[src/rtl/sdi_rx_timing_frontend.sv]
// sdi_rx_timing_frontend
//   Input stage between the SDI deserializer parallel bus and the CSI-2 path.
//   Registers the pixel bus, turns vblank/hblank into fv/lv, emits frame/line
//   strobes, checks the raster against H_ACTIVE x V_ACTIVE and gates video
//   until the PLL is locked and a clean frame boundary has been seen.
//   Optional feature: define SDI_RX_LINE_TRUNC_EN to cut lv_o after H_ACTIVE
//   pixels of a line (h_err_o still reports the true line length).
// Ports
//   pix_clk_i, rst_n_i     : pixel clock, async active-low reset
//   pll_lock_i             : deserializer PLL lock (async, 2-flop synchronised)
//   data_i, vblank_i, hblank_i : raw deserializer bus and active-high blanks
//   data_o, fv_o, lv_o     : registered video, 2-cycle latency from the inputs
//   frame_start_o, frame_end_o, line_start_o : boundary strobes
//   h_err_o, v_err_o       : raster length error pulses
//   video_locked_o         : last full frame matched the configured raster
//   line_cnt_o             : 0-based index of the current/last active line
module sdi_rx_timing_frontend #(
    parameter int unsigned H_ACTIVE = 1920,
    parameter int unsigned V_ACTIVE = 1080,
    parameter int unsigned CNT_W    = 12
) (
    input  logic             pix_clk_i,
    input  logic             rst_n_i,
    input  logic             pll_lock_i,
    input  logic [15:0]      data_i,
    input  logic             vblank_i,
    input  logic             hblank_i,
    output logic [15:0]      data_o,
    output logic             fv_o,
    output logic             lv_o,
    output logic             frame_start_o,
    output logic             frame_end_o,
    output logic             line_start_o,
    output logic             h_err_o,
    output logic             v_err_o,
    output logic             video_locked_o,
    output logic [CNT_W-1:0] line_cnt_o
);

    localparam logic [CNT_W-1:0] CNT_MAX = '1;
    localparam logic [CNT_W-1:0] H_CMP   = CNT_W'(H_ACTIVE);
    localparam logic [CNT_W-1:0] V_CMP   = CNT_W'(V_ACTIVE);

    typedef enum logic [1:0] {WAIT_LOCK, WAIT_VBL, WAIT_FRM, ACTIVE} state_t;

    state_t           state, state_nx;
    logic             lock_s1, lock_s2;
    logic [15:0]      data_r;
    logic             vbl_r, hbl_r, vbl_q;
    logic             raw_lv, raw_lv_nx, raw_start, line_end;
    logic [CNT_W-1:0] pix_cnt, pix_nx;
    logic [CNT_W-1:0] lines, lines_nx;
    logic             frame_bad, bad_nx;
    logic             fv_nx, lv_nx, fs_nx, fe_nx, h_err_nx, v_err_nx, locked_nx;
    logic [15:0]      data_nx;
    logic [CNT_W-1:0] line_cnt_nx;
    logic             vbl_rise, vbl_fall;

    assign vbl_rise = vbl_r & ~vbl_q;
    assign vbl_fall = ~vbl_r & vbl_q;

    // Next-state and next-output logic; raw_lv is the untruncated line valid.
    always_comb begin
        state_nx  = state;
        fv_nx     = 1'b0;
        raw_lv_nx = 1'b0;
        fs_nx     = 1'b0;
        fe_nx     = 1'b0;
        if (!lock_s2) begin
            state_nx = WAIT_LOCK;
        end else begin
            unique case (state)
                WAIT_LOCK: state_nx = WAIT_VBL;
                WAIT_VBL:  if (vbl_r) state_nx = WAIT_FRM;
                WAIT_FRM: begin
                    if (vbl_fall) begin
                        state_nx  = ACTIVE;
                        fv_nx     = 1'b1;
                        fs_nx     = 1'b1;
                        raw_lv_nx = ~hbl_r;
                    end
                end
                ACTIVE: begin
                    // vblank edge takes priority over any hblank activity
                    if (vbl_rise) begin
                        state_nx = WAIT_FRM;
                        fe_nx    = 1'b1;
                    end else begin
                        fv_nx     = 1'b1;
                        raw_lv_nx = ~hbl_r;
                    end
                end
                default: state_nx = WAIT_LOCK;
            endcase
        end

        raw_start = raw_lv_nx & ~raw_lv;
        // A line cut by lock loss is not a completed line.
        line_end  = raw_lv & ~raw_lv_nx & lock_s2;

        pix_nx = pix_cnt;
        if (raw_start)
            pix_nx = CNT_W'(1);
        else if (raw_lv_nx && pix_cnt != CNT_MAX)
            pix_nx = pix_cnt + CNT_W'(1);

        lines_nx = lines;
        if (fs_nx)
            lines_nx = '0;
        else if (line_end && lines != CNT_MAX)
            lines_nx = lines + CNT_W'(1);

        h_err_nx = line_end && (pix_cnt != H_CMP);
        v_err_nx = fe_nx && (lines_nx != V_CMP);
        bad_nx   = fs_nx ? 1'b0 : (frame_bad | h_err_nx);

        locked_nx = video_locked_o;
        if (!lock_s2 || h_err_nx || v_err_nx)
            locked_nx = 1'b0;
        else if (fe_nx && !frame_bad)
            locked_nx = 1'b1;

`ifdef SDI_RX_LINE_TRUNC_EN
        // pix_cnt holds pixels already passed, so this cycle is pixel pix_cnt+1
        lv_nx = raw_lv_nx && (raw_start || pix_cnt < H_CMP);
`else
        lv_nx = raw_lv_nx;
`endif

        data_nx     = lv_nx ? data_r : 16'h0000;
        line_cnt_nx = raw_start ? lines_nx : line_cnt_o;
    end

    // Input register, lock synchroniser, state and output registers.
    always_ff @(posedge pix_clk_i or negedge rst_n_i) begin
        if (!rst_n_i) begin
            state          <= WAIT_LOCK;
            lock_s1        <= 1'b0;
            lock_s2        <= 1'b0;
            data_r         <= '0;
            vbl_r          <= 1'b0;
            hbl_r          <= 1'b0;
            vbl_q          <= 1'b0;
            raw_lv         <= 1'b0;
            pix_cnt        <= '0;
            lines          <= '0;
            frame_bad      <= 1'b0;
            data_o         <= '0;
            fv_o           <= 1'b0;
            lv_o           <= 1'b0;
            frame_start_o  <= 1'b0;
            frame_end_o    <= 1'b0;
            line_start_o   <= 1'b0;
            h_err_o        <= 1'b0;
            v_err_o        <= 1'b0;
            video_locked_o <= 1'b0;
            line_cnt_o     <= '0;
        end else begin
            state          <= state_nx;
            lock_s1        <= pll_lock_i;
            lock_s2        <= lock_s1;
            data_r         <= data_i;
            vbl_r          <= vblank_i;
            hbl_r          <= hblank_i;
            vbl_q          <= vbl_r;
            raw_lv         <= raw_lv_nx;
            pix_cnt        <= pix_nx;
            lines          <= lines_nx;
            frame_bad      <= bad_nx;
            data_o         <= data_nx;
            fv_o           <= fv_nx;
            lv_o           <= lv_nx;
            frame_start_o  <= fs_nx;
            frame_end_o    <= fe_nx;
            line_start_o   <= raw_start;
            h_err_o        <= h_err_nx;
            v_err_o        <= v_err_nx;
            video_locked_o <= locked_nx;
            line_cnt_o     <= line_cnt_nx;
        end
    end

endmodule

[config.mk]
export PLATFORM = sky130hd
export DESIGN_NAME = sdi_rx_timing_frontend
export DESIGN_NICKNAME = d
export VERILOG_FILES = /design/src/rtl/sdi_rx_timing_frontend.sv
export SDC_FILE = /design/constraint.sdc
export NUM_CORES = 1
export LEC_CHECK = 0
export BUFFER_PORTS_ARGS = -buffer_cell sky130_fd_sc_hd__buf_4
export CORE_UTILIZATION = 58
export CTS_BUF_LIST = sky130_fd_sc_hd__clkbuf_8
export DETAILED_ROUTE_END_ITERATION = 12
export HOLD_SLACK_MARGIN = 0.06
export PLACE_DENSITY = 0.85
export RECOVER_POWER = 25
export SKIP_CTS_REPAIR_TIMING = 1
export SYNTH_ARGS = -nofsm -noshare
export SYNTH_HDL_FRONTEND = slang
export SYNTH_SLANG_ARGS = --single-unit
[constraint.sdc]
create_clock -name pix_clk_i -period 2.5 [get_ports pix_clk_i]
set_clock_uncertainty 0.15 [all_clocks]
set_input_delay 0.25 -clock pix_clk_i [delete_from_list [all_inputs] [get_ports pix_clk_i]]
set_output_delay 0.25 -clock pix_clk_i [all_outputs]
set_load 0.1 [all_outputs]
==> results of run 1 <==
-- worst min-delay path by stage --
| stage | startpoint | to | slack (ns) | cells after the start |
|---|---|---|---|---|
| after CTS | rst_n_i | data_o[12]$_DFF_PN0_ | -0.24 | 1 |
| after detailed placement | rst_n_i | data_o[12]$_DFF_PN0_ | 0.13 | 1 |
| final | lock_s1$_DFF_PN0_ | lock_s2$_DFF_PN0_ | 0.20 | 0 |
| after global routing | lock_s1$_DFF_PN0_ | lock_s2$_DFF_PN0_ | 0.21 | 0 |
| after global placement | rst_n_i | data_o[12]$_DFF_PN0_ | 0.13 | 1 |
| after floorplan | rst_n_i | data_o[0]$_DFF_PN0_ | -0.20 | 0 |
-- metal layers --
layer	wire [um]	GRT usage [%]	part of all wire (%)	vias to the layer above
li1	-	-	-	1145
met1	2891	28.92	41	1220
met2	3650	36.40	52	86
met3	323	4.884	4.6	16
met4	174	11.30	2.5	0
met5	0	0	0	-
-- kinds of logic after synthesis --
family / share of synthesized area, %
AO/OA/AOI/OAI: 8.192
XOR/XNOR: 4.670
adder cells (fa/ha/maj): 1.112
buffers and inverters: 1.964
flip-flops: 62.27
multiplexers: 2.298
AND/OR/NAND/NOR: 19.50
-- flip-flops by register name, summed over array words and instances, names as in the netlist, 2 cells and up --
register    cells
pix_cnt        12
line_cnt_o     12
lines          12
state           2
data_o         16
data_r         16
-- metrics by stage --
stage / instance area, um^2 / utilization (%) / hold slack (ns) / std cells
2_1_floorplan: 3377 / - / -0.1956 / 281
3_3_place_gp: 3905 / 70.06 / 0.1330 / 407
3_5_place_dp: 3905 / 70.06 / 0.1339 / 407
4_1_cts: 4070 / 73.02 / -0.2417 / 421
5_1_grt: 4284 / 76.86 / 0.2130 / 441
6_report: 4284 / 76.86 / 0.2022 / 441
-- worst max-delay path, cell delays in order, from the launching register on --
cell and delay [ns]:
dfrtp_1 0.45, ha_2 0.28, nand3_4 0.11, nor3_4 0.32, nor2_2 0.13, or3_1 0.36, a2111o_1 0.39, o22ai_2 0.11
-- power groups by stage --
stage	combinational, W	sequential [W]	clock (W)
floorplan	0.0000584	0.00150	0
global route	0.000231	0.00144	0.000900
global placement	0.000181	0.00146	0
CTS	0.000188	0.00143	0.000843
finish	0.000211	0.00144	0.000836
detailed placement	0.000188	0.00146	0
-- final cells by class --
| class | count | area [um^2] | area share (%) |
|---|---|---|---|
| Tap cell | 72 | 90.09 | 2.103 |
| Clock buffer | 10 | 137.6 | 3.213 |
| Inverter | 10 | 37.54 | 0.8762 |
| Sequential cell | 84 | 2105 | 49.12 |
| Clock inverter | 4 | 27.53 | 0.6425 |
| Timing Repair Buffer | 81 | 655.6 | 15.30 |
| Multi-Input combinational cell | 180 | 1231 | 28.74 |
-- placed cells by master, fill, tap and decap left out, drive strengths merged, types with 4 or more instances in the layout --
master	count
nor2	31
nand3	8
xor2	10
and2	20
mux2	6
dlygate4sd3	20
o31ai	9
nand4	8
nor3	7
o21ai	4
a21oi	5
xnor2	8
buf	41
nand2	23
clkbuf	30
dfrtp	84
or3	4
clkinv	4
nor4	4
inv	10
==> results.yml, run 1 <==
setup_path:
  reg2reg_slack_ns: 0.12
  crit_required_ns: 2.62
  r2r-start: "lines[0]$_DFF_PN0_"
  r2r_end: "video_locked_o$_DFFE_PN0P_"
  critical_path_class: "reg -> reg"
  reg2regPathDepth: 7
  start_kind: "flip-flop"
  crit_end: "video_locked_o$_DFFE_PN0P_"
  path_max_fanout: 6
  end_kind: "flip-flop"
  crit_start: "lines[0]$_DFF_PN0_"
  crit_arrival_ns: 2.50
routing:
  num_vias: 2467
  viasPerCell: 5.594
  wire_per_inst_um: 15.96
  drc: 0
  wirelength_um: 7040
  antenna_left: 0
  drtIter0Drc: 194
  drtPass1Iterations: 4
final_layout:
  diodes: 0
  nets: 390
  drive_gt1_share_pct: 27.10
  areaGrowthSynthToFinish_pct: 26.91
  fillCellCount: 351
synthesis:
  netlist_instances: 281
  ys_seq_elements: 84
  synthMostInstantiatedCell: "dfrtp_1"
  yosys_warnings: 0
  synth_edf_count: 0
  syn-cell-area_mm2: 0.003376
  synth_common_cells: "dfrtp_1, nor2_1, nand2_1"
  synth_area_leaders: "dfrtp_1, nor2_1, and2_1, xor2_1, nand2_1"
  synth_top_area_share_pct: 62.27
  synth_nets: 305
  synth.avg_cell_area_um2: 12.01
  yosysUniqueCellTypes: 54
  ys_seq_area_share_pct: 62.27
  synth_largest_area_cell: "dfrtp_1"
  synth-async-reset-ratio_pct: 100.0
  synth_flop_cell: "dfrtp_1"
global_route:
  antenna_found_initial: 0
  grt_overflow: 0
  grt_pass1_vias: 2212
  grt_max_degree: 50
  grt_usage_pct: 22.54
  grt_pass1_wl_um: 10270
status:
  status: "finished clean"
floorplanning:
  die_area_mm2: 0.006129
  fp.dieH_um: 78.29
  io_pins: 57
  start_util_pct: 60.56
  core_area_mm2: 0.005574
  die_w_um: 78.29
  rows: 27
power_and_ir_drop:
  power_w: 0.002486
  netSwitchingPower_w: 0.0006261
  ir_drop_v: 0.0005789
  p_comb_share_pct: 8.5
  power_density_mw_per_mm2: 580.2
  switching_share_pct: 25.19
  p_clk_share_pct: 33.6
  intPower_w: 0.001860
  seq_power_share_pct: 57.9
  leakage_nw: 2.058
clock_tree:
  cts-root-buf: "clkbuf_8"
  insertion_delay_ns: 0.35
  clockBufferDepth: 2
  clock-sinks: 84
  path_clk_slew_ns: 0.08
  cts_buffers: 9
  cts_tree: "built"
  htreeDepth: 3
place:
  place_ws_ns: 0.1206
  io_buffers: 56
  globalplace.congestion: 0.9478
  dp_hpwl_um: 4566
timing:
  fmax_ghz: 0.4198
  setup_violations: 0
  rsz0062_at_grt: "no"
  setup_tns_ns: 0
  fin_ws_ns: 0.1178
  report.final.hold_viol_count: 0
  post-route-period-util_pct: 95.29
  max-slew-margin-rel_pct: 24.85
  period_minus_slack_ns: 2.382
  drv_slew: 0
  worst_pin_slew_ns: 1.127
job:
  cap_violations: 0
hold_path:
  hold_class: "reg -> reg"
No activity file was read; power rests on OpenSTA's default activity.
==> run 2: changes to the inputs <==
- BUFFER_PORTS_ARGS: -buffer_cell sky130_fd_sc_hd__buf_4 -> default
- CORE_UTILIZATION: 58 -> 65
- DONT_BUFFER_PORTS: default -> 1
- PLACE_DENSITY: 0.85 -> 0.84
- SLEW_MARGIN: default -> 20
==> run 2 against run 1 <==
Clock power up 28%; first-iteration DRC count is 36% lower; combinational power fell by 24%; non-clock buffer count is 46 lower; flip-flop and latch count unchanged.
==> results.yml, run 2 (synthesis gave the netlist of run 1 again) <==
status:
  status: "finished clean"
clock_tree:
  htreeDepth: 3
  clock-sinks: 84
  path_clk_slew_ns: 0.09
  cts-root-buf: "clkbuf_8"
  cts_tree: "built"
  insertion_delay_ns: 0.35
  clockBufferDepth: 2
  cts_buffers: 9
setup_path:
  cp_cell_sequence: "nor2b_4, o2111ai_4, nand2_4, nor4_1, mux2_1, a2111o_1, o22ai_2"
  crit_buf_inv: 0
  crit_required_ns: 2.62
  critical_path_class: "reg -> reg"
  r2r-start: "state[0]$_DFFE_PN0P_"
  path_delay_family: "compound AO/OA/AOI/OAI gates"
  crit_start: "state[0]$_DFFE_PN0P_"
  end_kind: "flip-flop"
  start_kind: "flip-flop"
  cp_slowest_cell: "dfrtp_1"
  reg2regPathDepth: 7
  crit_arrival_ns: 2.54
  critPathMaxStageDelay_ns: 0.47
  r2r_end: "video_locked_o$_DFFE_PN0P_"
  reg2reg_slack_ns: 0.08
  path_max_fanout: 8
final_layout:
  fillCellCount: 242
  final_common_cell: "dfrtp_1"
  drive_gt1_share_pct: 16.05
  final_core_utilization_pct: 82.06
  diodes: 0
  areaGrowthSynthToFinish_pct: 17.87
  layout_common_cells: "dfrtp_1, nor2_1, nand2_1"
  nets: 344
  stdcell_count: 391
  top_regs: "data_o (16), data_r (16)"
floorplanning:
  start_util_pct: 69.63
  core_area_mm2: 0.004848
  die_area_mm2: 0.005486
  fp.dieH_um: 74.07
  io_pins: 57
  die_w_um: 74.07
  rows: 25
timing:
  fmax_ghz: 0.4134
  worst_pin_slew_ns: 1.088
  setup_violations: 0
  setup_tns_ns: 0
  post-route-period-util_pct: 96.76
  period_minus_slack_ns: 2.419
  report.final.hold_viol_count: 0
  fin_ws_ns: 0.08109
  max-slew-margin-rel_pct: 27.49
  drv_slew: 0
hold_path:
  whs_endpoint: "lock_s2$_DFF_PN0_"
  hp-start: "lock_s1$_DFF_PN0_"
  hold_class: "reg -> reg"
  whs_path_depth: 0
routing:
  drtIter0Drc: 125
  drc: 0
  wirelength_um: 7054
  antenna_left: 0
  viasPerCell: 5.900
  wire_per_inst_um: 18.04
  drtPass1Iterations: 4
  num_vias: 2307
global_route:
  grt_max_degree: 85
  grt_pass1_vias: 2089
  grt_overflow: 0
  grt_pass1_wl_um: 9653
  grt_usage_pct: 24.39
  antenna_found_initial: 0
place:
  globalplace.congestion: 0.8548
  io_buffers: 0
  post-place-cells: 355
  dp_hpwl_um: 3953
  place_ws_ns: 0.1325
power_and_ir_drop:
  power_w: 0.002701
  ir_drop_v: 0.0006998
  leakage_nw: 1.848
  power_density_mw_per_mm2: 678.8
job:
  cap_violations: 0
## run 2: final cells by class
| type | count | area [um^2] | share of cell area (%) |
|---|---|---|---|
| Clock buffer | 10 | 137.6 | 3.459 |
| Clock inverter | 5 | 85.08 | 2.138 |
| Inverter | 10 | 37.54 | 0.9434 |
| Multi-Input combinational cell | 180 | 1219 | 30.63 |
| Sequential cell | 84 | 2103 | 52.86 |
| Tap cell | 67 | 83.83 | 2.107 |
| Timing Repair Buffer | 35 | 312.8 | 7.862 |
## run 2: where the power goes
group | internal (W) | switching [W] | leakage (nW)
Combinational | 0.0000602 | 0.000101 | 0.623
Clock | 0.000590 | 0.000484 | 0.109
Sequential | 0.00140 | 0.0000672 | 1.12
Total | 0.00205 | 0.000652 | 1.85
## run 2: how the worst max path moves through the flow
stage	depth (start not counted)	slack, ns	to
2_1_floorplan	6	0.18	video_locked_o$_DFFE_PN0P_
3_3_place_gp	7	0.20	video_locked_o$_DFFE_PN0P_
3_5_place_dp	7	0.13	video_locked_o$_DFFE_PN0P_
4_1_cts	7	0.10	video_locked_o$_DFFE_PN0P_
5_1_grt	7	-0.004	video_locked_o$_DFFE_PN0P_
6_report	7	0.08	video_locked_o$_DFFE_PN0P_
## run 2: through the flow
step | cell area [um^2] | hold WS, ns
floorplan | 3377 | -0.1956
global placement | 3546 | -0.1940
detailed placement | 3546 | -0.1940
CTS | 3769 | -0.5747
global route | 3979 | 0.2233
finish | 3979 | 0.2073
## run 2: layer usage
layer / part of all wire [%] / vias up / global-route usage [%]
li1: - / 1046 / -
met1: 40 / 1162 / 29.63
met2: 51 / 80 / 39.90
met3: 5.2 / 19 / 7.046
met4: 3.5 / 0 / 12.61
met5: 0 / - / 0
